<file path="config.mk">
export PLATFORM = sky130hd
export DESIGN_NAME = spi_sram_arbiter
export DESIGN_NICKNAME = d
export VERILOG_FILES = /design/src/rtl/spi_sram_arbiter.sv
export SDC_FILE = /design/constraint.sdc
export NUM_CORES = 1
export LEC_CHECK = 0
export CORE_MARGIN = 2
export CORE_UTILIZATION = 45
export DETAILED_ROUTE_END_ITERATION = 12
export GPL_TIMING_DRIVEN = 0
export PLACE_DENSITY = 0.71
export SYNTH_ARGS = -nofsm -noshare
export SYNTH_HDL_FRONTEND = slang
export SYNTH_SLANG_ARGS = --single-unit
</file>
<file path="constraint.sdc">
create_clock -name clk -period 2.5 [get_ports clk]
set_input_delay 0.625 -clock clk [delete_from_list [all_inputs] [get_ports clk]]
set_output_delay 0.625 -clock clk [all_outputs]
set_load 0.005 [all_outputs]
</file>
<file path="src/rtl/spi_sram_arbiter.sv">
// Two-port arbiter in front of a serial SPI SRAM: round-robin grant, one
// 64-bit mode-0 frame per access (opcode, 24-bit address, 32 data bits).
module spi_sram_arbiter #(
  parameter logic [7:0] CMD_READ  = 8'h03,
  parameter logic [7:0] CMD_WRITE = 8'h02
) (
  input  logic        clk,
  input  logic        rst_n,
  input  logic        p0_req,
  input  logic [23:0] p0_addr,
  output logic        p0_ack,
  output logic [31:0] p0_rdata,
  input  logic        p1_req,
  input  logic        p1_we,
  input  logic [23:0] p1_addr,
  input  logic [31:0] p1_wdata,
  output logic        p1_ack,
  output logic [31:0] p1_rdata,
  output logic        sram_ce,
  output logic        sclk,
  output logic        si,
  input  logic        so,
  output logic        busy
);

  // Handshake: a port raises req (with address/data) and may drop it once the
  // request has been sampled in IDLE; completion is a single-cycle ack, with
  // read data valid in that same cycle.

  typedef enum logic [1:0] {IDLE, SETUP, SHIFT, END} state_t;

  state_t      state, state_nxt;
  logic [6:0]  cnt;
  logic        grant;
  logic        last;
  logic        we_q;
  logic [63:0] frame;
  logic [31:0] rx;

  logic        pick_p1;
  logic        sel_we;
  logic [23:0] sel_addr;
  logic [63:0] frame_nxt;

  // Data travels little-endian by byte; each byte itself goes MSB-first.
  function automatic logic [31:0] swap_bytes(input logic [31:0] w);
    return {w[7:0], w[15:8], w[23:16], w[31:24]};
  endfunction

  // A lone request wins directly; a tie goes to the port not served last.
  assign pick_p1   = p1_req & (~p0_req | ~last);
  assign sel_we    = pick_p1 & p1_we;
  assign sel_addr  = pick_p1 ? p1_addr : p0_addr;
  assign frame_nxt = {(sel_we ? CMD_WRITE : CMD_READ), sel_addr,
                      (sel_we ? swap_bytes(p1_wdata) : 32'h0)};

  always_comb begin
    state_nxt = state;
    case (state)
      IDLE:    if (p0_req || p1_req) state_nxt = SETUP;
      SETUP:   state_nxt = SHIFT;
      SHIFT:   if (cnt == 7'd127) state_nxt = END;
      END:     state_nxt = IDLE;
      default: state_nxt = IDLE;
    endcase
  end

  always_ff @(posedge clk or negedge rst_n) begin
    if (!rst_n) begin
      state    <= IDLE;
      cnt      <= 7'd0;
      grant    <= 1'b0;
      last     <= 1'b1;
      we_q     <= 1'b0;
      frame    <= 64'h0;
      rx       <= 32'h0;
      p0_rdata <= 32'h0;
      p1_rdata <= 32'h0;
    end else begin
      state <= state_nxt;
      case (state)
        IDLE: begin
          if (p0_req || p1_req) begin
            grant <= pick_p1;
            last  <= pick_p1;
            we_q  <= sel_we;
            frame <= frame_nxt;
            cnt   <= 7'd0;
          end
        end
        SHIFT: begin
          cnt <= cnt + 7'd1;
          // Even cycles are sclk-high; their closing edge is the sclk fall.
          if (!cnt[0]) begin
            frame <= {frame[62:0], 1'b0};
            rx    <= {rx[30:0], so};
          end
          if (cnt == 7'd127 && !we_q) begin
            if (grant) p1_rdata <= swap_bytes(rx);
            else       p0_rdata <= swap_bytes(rx);
          end
        end
        default: ;
      endcase
    end
  end

  assign busy    = (state != IDLE);
  assign sram_ce = ~((state == SETUP) || (state == SHIFT));
  assign sclk    = (state == SHIFT) & ~cnt[0];
  assign si      = ((state == SETUP) || (state == SHIFT)) & frame[63];
  assign p0_ack  = (state == END) & ~grant;
  assign p1_ack  = (state == END) & grant;

endmodule

</file>
[Word-level counts from Yosys, hierarchy flattened]
Index checks and enable logic that the tools add are counted.
Word-level totals
  flip-flop bits (word level): 172
  input bits: 86
  output and inout bits: 70
  logic and storage cells: 54
Cells by class
  add/sub/neg operators: 1
  equal/unequal tests: 7
  muxes and demuxes: 11
  bitwise operators: 12
  reduce and logical (&&, ||, !) cells: 14
Operators by type and width (number)
  two-way mux 64 bit: 2
  one-hot mux 64 bit (2 select lines): 1
  two-way mux 32 bit: 1
  two-way mux 24 bit: 1
  one-hot mux 7 bit (2 select lines): 1
  AND reduction 3 bit: 3
  one-hot mux 2 bit (4 select lines): 1
  AND reduction 2 bit: 4
  adder 7 x 1 -> 7 bit, second input constant: 1
  equality test 7 bit, second input constant: 1
  two-way mux 7 bit: 1
  bitwise AND 1 bit: 6
  inequality test 2 bit, second input constant: 3
  inverter 1 bit: 5
  equality test 2 bit, second input constant: 2
  two-way mux 2 bit: 2
  nonzero test 2 bit: 2
  equality test 2 x 1 -> 1 bit, second input constant: 1
  zero test 2 bit: 1
  logical OR 1 bit: 2
  logical AND 1 bit: 1
  zero test 1 bit: 1
  two-way mux 1 bit: 1
  OR 1 bit: 1

[Logic depth before layout (Yosys ltp)]
Gate-level depths: netlist (run 1).
  word-level depth: 7
  gate-level depth with buffers: 9
  gate-level depth less buffers: 5

[Worst setup path after synthesis (run 1)]
No wires, ideal clock.
  path kind: reg-to-reg
  start point: reg state[0]
  end point: reg frame[30]
  library setup time: 0.125 ns
  arrival time: 1.923 ns
  required time: 2.375 ns
  slack: 0.452 ns
  stages on the path, launching flop included: 10
  buffers on the path: 4
  period minus slack after synthesis: 2.048 ns
  cells stage by stage: dfrtp_1 -> inv_1 -> ha_1 -> buf_6 -> and2_1 -> buf_6 -> or3_4 -> buf_6 -> buf_6 -> mux2_4
Between the ends
  cells in the longest elaborated chain, start to end: 3
  elaborated cells between the ends (all ways): 7
  those cells by class: eq/ne (3); mux (1); reduce/logical (3)
RTL lines
  start: declaration: line 32  | state_t state, state_nxt;
  start signal: assignment: line 80  | state <= state_nxt;
  equality test 2 bit / zero test 2 bit (equally long branches): line 81  | case (state)
  inequality test 2 bit (no line) / nonzero test 2 bit (equally long branches)
  AND reduction 3 bit (no line)
  end signal: assignment: line 87  | frame <= frame_nxt;
  end signal: assignment: line 95  | frame <= {frame[62:0], 1'b0};
  end: declaration: line 37  | logic [63:0] frame;
Several ways; a longest one is shown, not always the timed one.
A chain may end at the register's enable or synchronous reset.

[Worst setup path in the final report (run 1)]
  start point: reg state[1]
  end point: out busy
Between the ends
  cells in the longest elaborated chain, start to end: 1
RTL lines
  nonzero test 2 bit: line 108  | assign busy = (state != IDLE);
  end: declaration: line 23  | output logic busy
No other way between the ends.

==> results.txt, run 1 <==
----------------------------------------------------
[Status]
  Result of the run ... finished clean

[Floorplanning]
  Area of the placeable core ... about 17,000 µm²
  DIE AREA ... around 18,000 µm²
  I/O Pins ... about 160
  Overall die height ... approximately 140 µm
  Initial Utilization ... between 40% and 50%
  Chip width ... roughly 140 µm
  Standard-cell rows ... 47

[Finish]
  Antenna fix cells ... 0
  Post-layout nets ... 841
  Layout-stage area growth over the synthesis result ... 31.8%
  Fraction of final layout cells sized beyond drive strength 1 ... 25.8%

[Power]
  Maximum vdd drop ... roughly 460 µV
  Flop pwr share ... about half
  Power per unit of standard cell area ... about 560 nW/µm²
  Leakage ... between 0.004 and 0.005 µW
  Net load switching power ... 1280 µW
  Combinational cell fraction of total power ... under 10%
  Switching Fraction ... between 20% and 30%
  Cell Int Power ... 4400 µW
  Clock group share of total power ... a little over two fifths

[Synthesis]
  Post-synth top area share ... between 50% and 60%
  Cell types with the largest area share after synthesis ... sky130_fd_sc_hd__dfrtp_1 55%, sky130_fd_sc_hd__mux2_2 18%, sky130_fd_sc_hd__a32o_1 4.1%
  Primary FF master, synth ... sky130_fd_sc_hd__dfrtp_1
  Post-synth ARST share ... 100%
  Sequential element share of the synthesized area ... 55.6%
  Post-Syn Nets ... about 660
  Total of flip-flops plus latches after synthesis ... 172
  Number of warning messages in the yosys log ... 0
  Post-Synthesis Cell Area ... around 7700 µm²
  Post-Synthesis Mean Instance Area ... roughly 14 µm²
  Count of flip-flops with a built-in enable after synthesis ... 0
  Number of unique standard cell types used by synthesis ... 47
  Gate count after technology mapping ... 572
  Cell type contributing the most total cell area after synthesis ... sky130_fd_sc_hd__dfrtp_1

[Clock network]
  TritonCTS clock tree ... yes
  H-Tree Depth ... 4
  Number of buffers created by CTS ... 17
  Hold-fix buffers at CTS ... 0
  Register clock-pin slew on the reported worst setup and hold paths ... about 0.06 ns
  Buffer depth of the longest clock path ... 2
  CTS Root Buffer Type ... sky130_fd_sc_hd__clkbuf_16
  Clock latency reported for the late side of the worst-skew pair ... 0.43 ns
  Sink Count ... around 170

[Place]
  Place WS ... -0.458 ns
  Routability congestion estimate from global placement ... ~0.84
  Count of port buffers added during placement ... approximately 160
  Final HPWL DP ... ~12,000 µm

[Routing]
  DR WL/cell ... 17.9 µm
  First-pass DRT Iterations ... 5
  Number of routed nets with antenna violations ... 0
  DRT Wirelength ... about 18,000 µm
  Vias after detailed routing ... about 5,500
  Average via count per standard cell ... 5.62
  Number of design-rule violations left by the first detailed-router iteration ... ~340
  # DRC ... 0

[Timing]
  Worst max-slew margin expressed relative to the limit ... approximately three fifths
  Final-report max-slew violation count ... 0
  Final setup fails ... 0
  Hold Violations, Final ... 0
  Final worst-path cycle share ... between 90 and 100%
  Post-route setup slack ... approximately 0.064 ns
  Worst Skew ... 0.00887 ns
  Final total negative setup slack ... 0 ns
  Final critical delay including setup and external delays ... 2.44 ns
  Pin slew with the least headroom to its limit ... ~0.6 ns
  Highest clock rate ... ~410 MHz
  RSZ-0062 raised after global routing ... yes

[Worst setup path]
  Worst Path Class, Setup ... reg -> out
  Endpoint class of the critical path ... output port
  CP Max Fanout ... 9
  Critical path arrival ... around 1.8 ns
  Sort of element at the start of the critical path ... register
  Required time worst endpoint ... about 1.9 ns

[Global routing]
  Gr usage total ... approximately a fifth
  Vias in the first global route ... about 5,800
  Largest net degree at the start of global routing ... between 90 and 100
  Antenna violations before repair ... 0
  GR Overflow Total ... 0
  Wire length of the first global-routing pass ... 29,500 µm

[Min path]
  Hold Path Class ... in -> async

[Flow run]
  Number of violations of the max-capacitance limit ... 0

----------------------------------------------------
==> power groups by stage <==
stage          Combinational (µW)  Sequential [µW]  Clock (µW)
2_1_floorplan                96.5             2910           0
3_3_place_gp                  303             2920           0
3_5_place_dp                  318             2920           0
4_1_cts                       319             2870        2540
5_1_grt                       343             2870        2680
6_report                      312             2870        2490
==> cells in the final DEF, fill, tap and decap left out, drive strengths merged, types with 2 or more instances in the layout <==
| cell | count |
|---|---|
| dfrtp | 171 |
| clkdlybuf4s50 | 151 |
| mux2 | 128 |
| clkbuf | 50 |
| a32o | 32 |
| o31ai | 29 |
| buf | 29 |
| mux2i | 25 |
| nand4b | 24 |
| o211ai | 24 |
| inv | 12 |
| a21oi | 7 |
| a22o | 7 |
| nand3 | 6 |
| clkinv | 6 |
| nand2 | 5 |
| nor2b | 5 |
| ha | 5 |
| nor2 | 4 |
| a21o | 4 |
| and2 | 4 |
| and3 | 3 |
| or4 | 3 |
| or3 | 3 |
| nor3 | 2 |
| o21ai | 2 |
| nand4 | 2 |
| clkinvlp | 2 |
| dlygate4sd2 | 2 |
==> sequential cells by signal, indices dropped and copies added (netlist names) <==
| name | count |
|---|---|
| cnt | 7 |
| frame | 64 |
| grant | 1 |
| last | 1 |
| p0_rdata | 32 |
| p1_rdata | 32 |
| rx | 32 |
| state | 2 |
| we_q | 1 |
==> worst max-delay path, stage by stage (launching register included) <==
cell and delay [ns]:
sky130_fd_sc_hd__dfrtp_1 0.41, sky130_fd_sc_hd__inv_1 0.10, sky130_fd_sc_hd__ha_2 0.24, sky130_fd_sc_hd__inv_4 0.11, sky130_fd_sc_hd__clkdlybuf4s50_1 0.52
==> through the flow <==
step	util [%]	cells	instance area (µm²)	hold WS [ns]	power, µW
2_1_floorplan	-	572	7750	0.329	3000
3_3_place_gp	57.3	947	9570	0.472	3220
3_5_place_dp	57.5	948	9610	0.479	3240
4_1_cts	61.1	983	10200	0.182	5730
5_1_grt	61.1	983	10200	0.214	5890
6_report	61.1	983	10200	0.160	5670
==> cells in the mapped netlist, types with 6 or more instances <==
| library cell | number |
|---|---|
| sky130_fd_sc_hd__a21oi_1 | 7 |
| sky130_fd_sc_hd__a22o_1 | 7 |
| sky130_fd_sc_hd__a32o_1 | 32 |
| sky130_fd_sc_hd__buf_2 | 17 |
| sky130_fd_sc_hd__clkbuf_1 | 30 |
| sky130_fd_sc_hd__dfrtp_1 | 171 |
| sky130_fd_sc_hd__inv_1 | 8 |
| sky130_fd_sc_hd__mux2_2 | 123 |
| sky130_fd_sc_hd__mux2i_1 | 25 |
| sky130_fd_sc_hd__nand3_1 | 6 |
| sky130_fd_sc_hd__nand4b_1 | 24 |
| sky130_fd_sc_hd__o211ai_1 | 24 |
| sky130_fd_sc_hd__o31ai_1 | 29 |
==> cell type report <==
cell class	count	area, µm²
Buffer	54	285
Clock buffer	19	433
Clock inverter	13	116
Fill cell	1304	6490
Inverter	8	32.5
Multi-Input combinational cell	337	3150
Sequential cell	172	4310
Tap cell	220	275
Timing Repair Buffer	160	1610
==> what timing repair did <==
action,4_1_cts,5_1_grt
resized for setup,15,7
gates cloned,0,0
buffers inserted,4,0
setup endpoints to repair,4,19
==> path summary, 6_finish.rpt <==
check                      startpoint            to  slack [ns]  cells past startpoint
max                          state[1]          busy        0.06                      4
min                             rst_n  p1_rdata[14]        0.16                      1
max reg2reg                  state[1]     frame[31]        0.23                      9
min reg2reg                 frame[59]     frame[60]        0.49                      1
max in group asynchronous       rst_n          last        1.48                      2
min in group clk            frame[59]     frame[60]        0.49                      1
==> layer usage <==
layer  GRT usage (%)  part of all wire, %
met1            26.3                   45
met2            34.2                   49
met3            4.45                  4.6
met4            6.25                  1.1
met5               0                    0
==> cells by family (layout without fill, tap and decap cells) <==
| logic type | count (synthesis) | after routing | synth area share [%] |
|---|---|---|---|
| and+or+nand+nor | 68 | 68 | 6.12 |
| adders and majority gates | 5 | 5 | 0.807 |
| DFF | 172 | 172 | 55.6 |
| buffers and inverters | 63 | 254 | 3.83 |
| AOI/OAI and AO/OA | 111 | 111 | 11.7 |
| muxes | 153 | 153 | 22.0 |
Note: power is estimated with default switching activity, not from simulation.
==> inputs of run 2 (changes only) <==
--- a/config.mk
+++ b/config.mk
@@ -10,6 +10,8 @@
 export DETAILED_ROUTE_END_ITERATION = 12
 export GPL_TIMING_DRIVEN = 0
 export PLACE_DENSITY = 0.71
+export SKIP_CTS_REPAIR_TIMING = 1
+export SLEW_MARGIN = 5
 export SYNTH_ARGS = -nofsm -noshare
 export SYNTH_HDL_FRONTEND = slang
 export SYNTH_SLANG_ARGS = --single-unit
==> run 2 against run 1 <==
Via count about the same. Sequential share of layout area decreased by 0.091 points. Sequential power about the same. Maximum frequency increased by 1.5%. Die area unchanged. Power about the same. Clock power about the same. Clock-buffer cell count unchanged. Largest power group unchanged. First-iteration DRC count increased by 19%.
==> results.txt, run 2 (synthesis gave the netlist of run 1 again) <==
----------------------------------------------------
[Timing]
  Worst max-slew margin expressed relative to the limit ... 60.1% (was 59.7%)
  Post-route setup slack ... 0.100 ns (was 0.0641 ns)
  Pin slew with the least headroom to its limit ... 0.599 ns (was 0.605 ns)
  Hold Violations, Final ... 0 (unchanged)
  Final-report max-slew violation count ... 0 (unchanged)
  Highest clock rate ... 417 MHz (was 411 MHz)
  Final total negative setup slack ... 0 ns (unchanged)
  Hold slack ... 0.162 ns (was 0.160 ns)
  Final setup fails ... 0 (unchanged)
  Final worst-path cycle share ... 96.0% (was 97.4%)
  Final critical delay including setup and external delays ... 2.40 ns (was 2.44 ns)
  Worst Skew ... 0.00846 ns (was 0.00887 ns)
  RSZ-0062 raised after global routing ... no (was yes)

[Clock network]
  H-Tree Depth ... 4 (unchanged)
  TritonCTS clock tree ... yes (unchanged)
  Sink Count ... 172 (unchanged)
  Register clock-pin slew on the reported worst setup and hold paths ... 0.06 ns (about the same)
  Number of buffers created by CTS ... 17 (unchanged)
  Clock latency reported for the late side of the worst-skew pair ... 0.42 ns (was 0.43 ns)
  CTS Root Buffer Type ... sky130_fd_sc_hd__clkbuf_16 (unchanged)
  Buffer depth of the longest clock path ... 2 (unchanged)

[Place]
  Routability congestion estimate from global placement ... 0.837 (unchanged)
  Count of port buffers added during placement ... 155 (unchanged)
  Place WS ... -0.458 ns (unchanged)
  Final HPWL DP ... 12,500 µm (unchanged)

[Worst setup path]
  Launching point of the worst reg2reg path ... state[1] (unchanged)
  Sort of element at the start of the critical path ... register (unchanged)
  Depth of the most critical reg-to-reg path ... 7 (was 9)
  CP Max Fanout ... 3 (was 9)
  Endpoint class of the critical path ... output port (unchanged)
  Critical path arrival ... 1.77 ns (was 1.81 ns)
  End of the worst register-to-register path ... frame[52] (was frame[31])
  Required time worst endpoint ... 1.88 ns (about the same)
  Flop-to-flop setup slack ... 0.15 ns (was 0.23 ns)
  Worst Path Class, Setup ... reg -> out (unchanged)

[Global routing]
  Vias in the first global route ... 5,816 (was 5,821)
  Met2 capacity usage during global routing ... 34.2% (about the same)
  Global Route met1 Usage ... 26.2% (was 26.3%)
  GRT Max-Usage Layer ... met2 (unchanged)
  Gr usage total ... 20.2% (was 20.3%)
  GR Overflow Total ... 0 (unchanged)
  Wire length of the first global-routing pass ... 29,400 µm (was 29,500 µm)
  Fraction of met3 tracks used by global routing ... 4.38% (was 4.45%)
  Antenna violations before repair ... 0 (unchanged)
  Largest net degree at the start of global routing ... 94 (unchanged)

[Status]
  Result of the run ... finished clean (unchanged)

[Floorplanning]
  Area of the placeable core ... 16,700 µm² (unchanged)
  I/O Pins ... 156 (unchanged)
  Standard-cell rows ... 47 (unchanged)
  Chip width ... 135 µm (unchanged)
  DIE AREA ... 18,300 µm² (unchanged)
  Initial Utilization ... 46.4% (unchanged)
  Overall die height ... 135 µm (unchanged)

[Routing]
  Average via count per standard cell ... 5.61 (was 5.62)
  Vias after detailed routing ... 5,518 (was 5,522)
  # DRC ... 0 (unchanged)
  DRT Wirelength ... 17,500 µm (was 17,600 µm)
  Number of routed nets with antenna violations ... 0 (unchanged)
  DR WL/cell ... 17.8 µm (was 17.9 µm)
  First-pass DRT Iterations ... 5 (unchanged)
  Number of design-rule violations left by the first detailed-router iteration ... 406 (was 342)

[Finish]
  Sequential cell area ... 4310 µm² (about the same)
  Layout-stage area growth over the synthesis result ... 32.1% (was 31.8%)
  Commonest cells after routing, fill and taps aside ... 170 x sky130_fd_sc_hd__dfrtp_1, 151 x sky130_fd_sc_hd__clkdlybuf4s50_1, 123 x sky130_fd_sc_hd__mux2_2 (was 171 x sky130_fd_sc_hd__dfrtp_1, 151 x sky130_fd_sc_hd__clkdlybuf4s50_1, 123 x sky130_fd_sc_hd__mux2_2)
  Flip-flop count of the largest register after layout ... 64 (unchanged)
  Register with the most flip-flops ... frame (unchanged)
  Most frequent standard cell in the layout excluding fill and tap cells ... sky130_fd_sc_hd__dfrtp_1 (unchanged)
  Multi-input combinational cell area ... 3170 µm² (was 3150 µm²)
  Post-layout nets ... 841 (unchanged)
  Antenna fix cells ... 0 (unchanged)
  Share of the core filled with cells ... 61.3% (was 61.1%)
  Fraction of final layout cells sized beyond drive strength 1 ... 25.6% (was 25.8%)
  Fillers ... 1,306 (was 1,304)

[Power]
  Overall power of the completed layout ... 5670 µW (about the same)
  Maximum vdd drop ... 455 µV (was 457 µV)
  Power per unit of standard cell area ... 554 nW/µm² (was 556 nW/µm²)
  Leakage ... 0.00462 µW (was 0.00459 µW)

[Min path]
  Hold Path Class ... in -> async (unchanged)

[Flow run]
  Number of violations of the max-capacitance limit ... 0 (unchanged)

----------------------------------------------------
[run 2: cell types whose count changed in the layout (fill, tap and decap cells not counted), sizes merged]
cell           previous run  this run
buf                      29        31
clkbuf                   50        48
clkdlybuf4s15             1         0
dlygate4sd2               2         0
dlymetal6s2s              0         3
[run 2: how the worst max path moves through the flow]
stage,startpoint,endpoint,slack [ns],cells past startpoint
final,state[0],p1_ack,0.10,4
after global routing,state[1],frame[52],0.007,7
after CTS,state[0],sclk,-0.94,7
after detailed placement,state[0],sclk,-0.46,7
after global placement,rst_n,frame[15],-5.84,1
after floorplan,state[0],frame[30],0.45,9
[run 2: final cells by class]
class,instances,area share (%)
well taps,220,2.69
multi-input cells,337,31.0
clock buffers,19,4.23
plain buffers,54,2.73
repair buffers,160,15.8
flip-flops and latches,172,42.1
clock inverters,13,1.14
inverters,8,0.318
[run 2: per-layer routing]
metal,part of all wire [%],wire length (µm)
met2,50,8690
met1,44,7700
met3,5.1,891
met4,1.2,205
met5,0,0
[run 2: worst max-delay path, cell delays in order (launching register included)]
cell and delay, ns:
sky130_fd_sc_hd__dfrtp_1 0.40, sky130_fd_sc_hd__buf_4 0.14, sky130_fd_sc_hd__ha_1 0.19, sky130_fd_sc_hd__and2_1 0.13, sky130_fd_sc_hd__clkdlybuf4s50_1 0.49
[run 2: per-stage QoR]
step,std cells,cell area [µm²]
floorplan,572,7750
global placement,947,9570
detailed placement,948,9610
CTS,980,10200
global route,983,10200
finish,983,10200
[run 2: power by group]
group	leakage, µW	switching [µW]	internal, µW
logic	0.00207	127	186
registers	0.00228	38.0	2830
clock network	0.000270	1110	1380
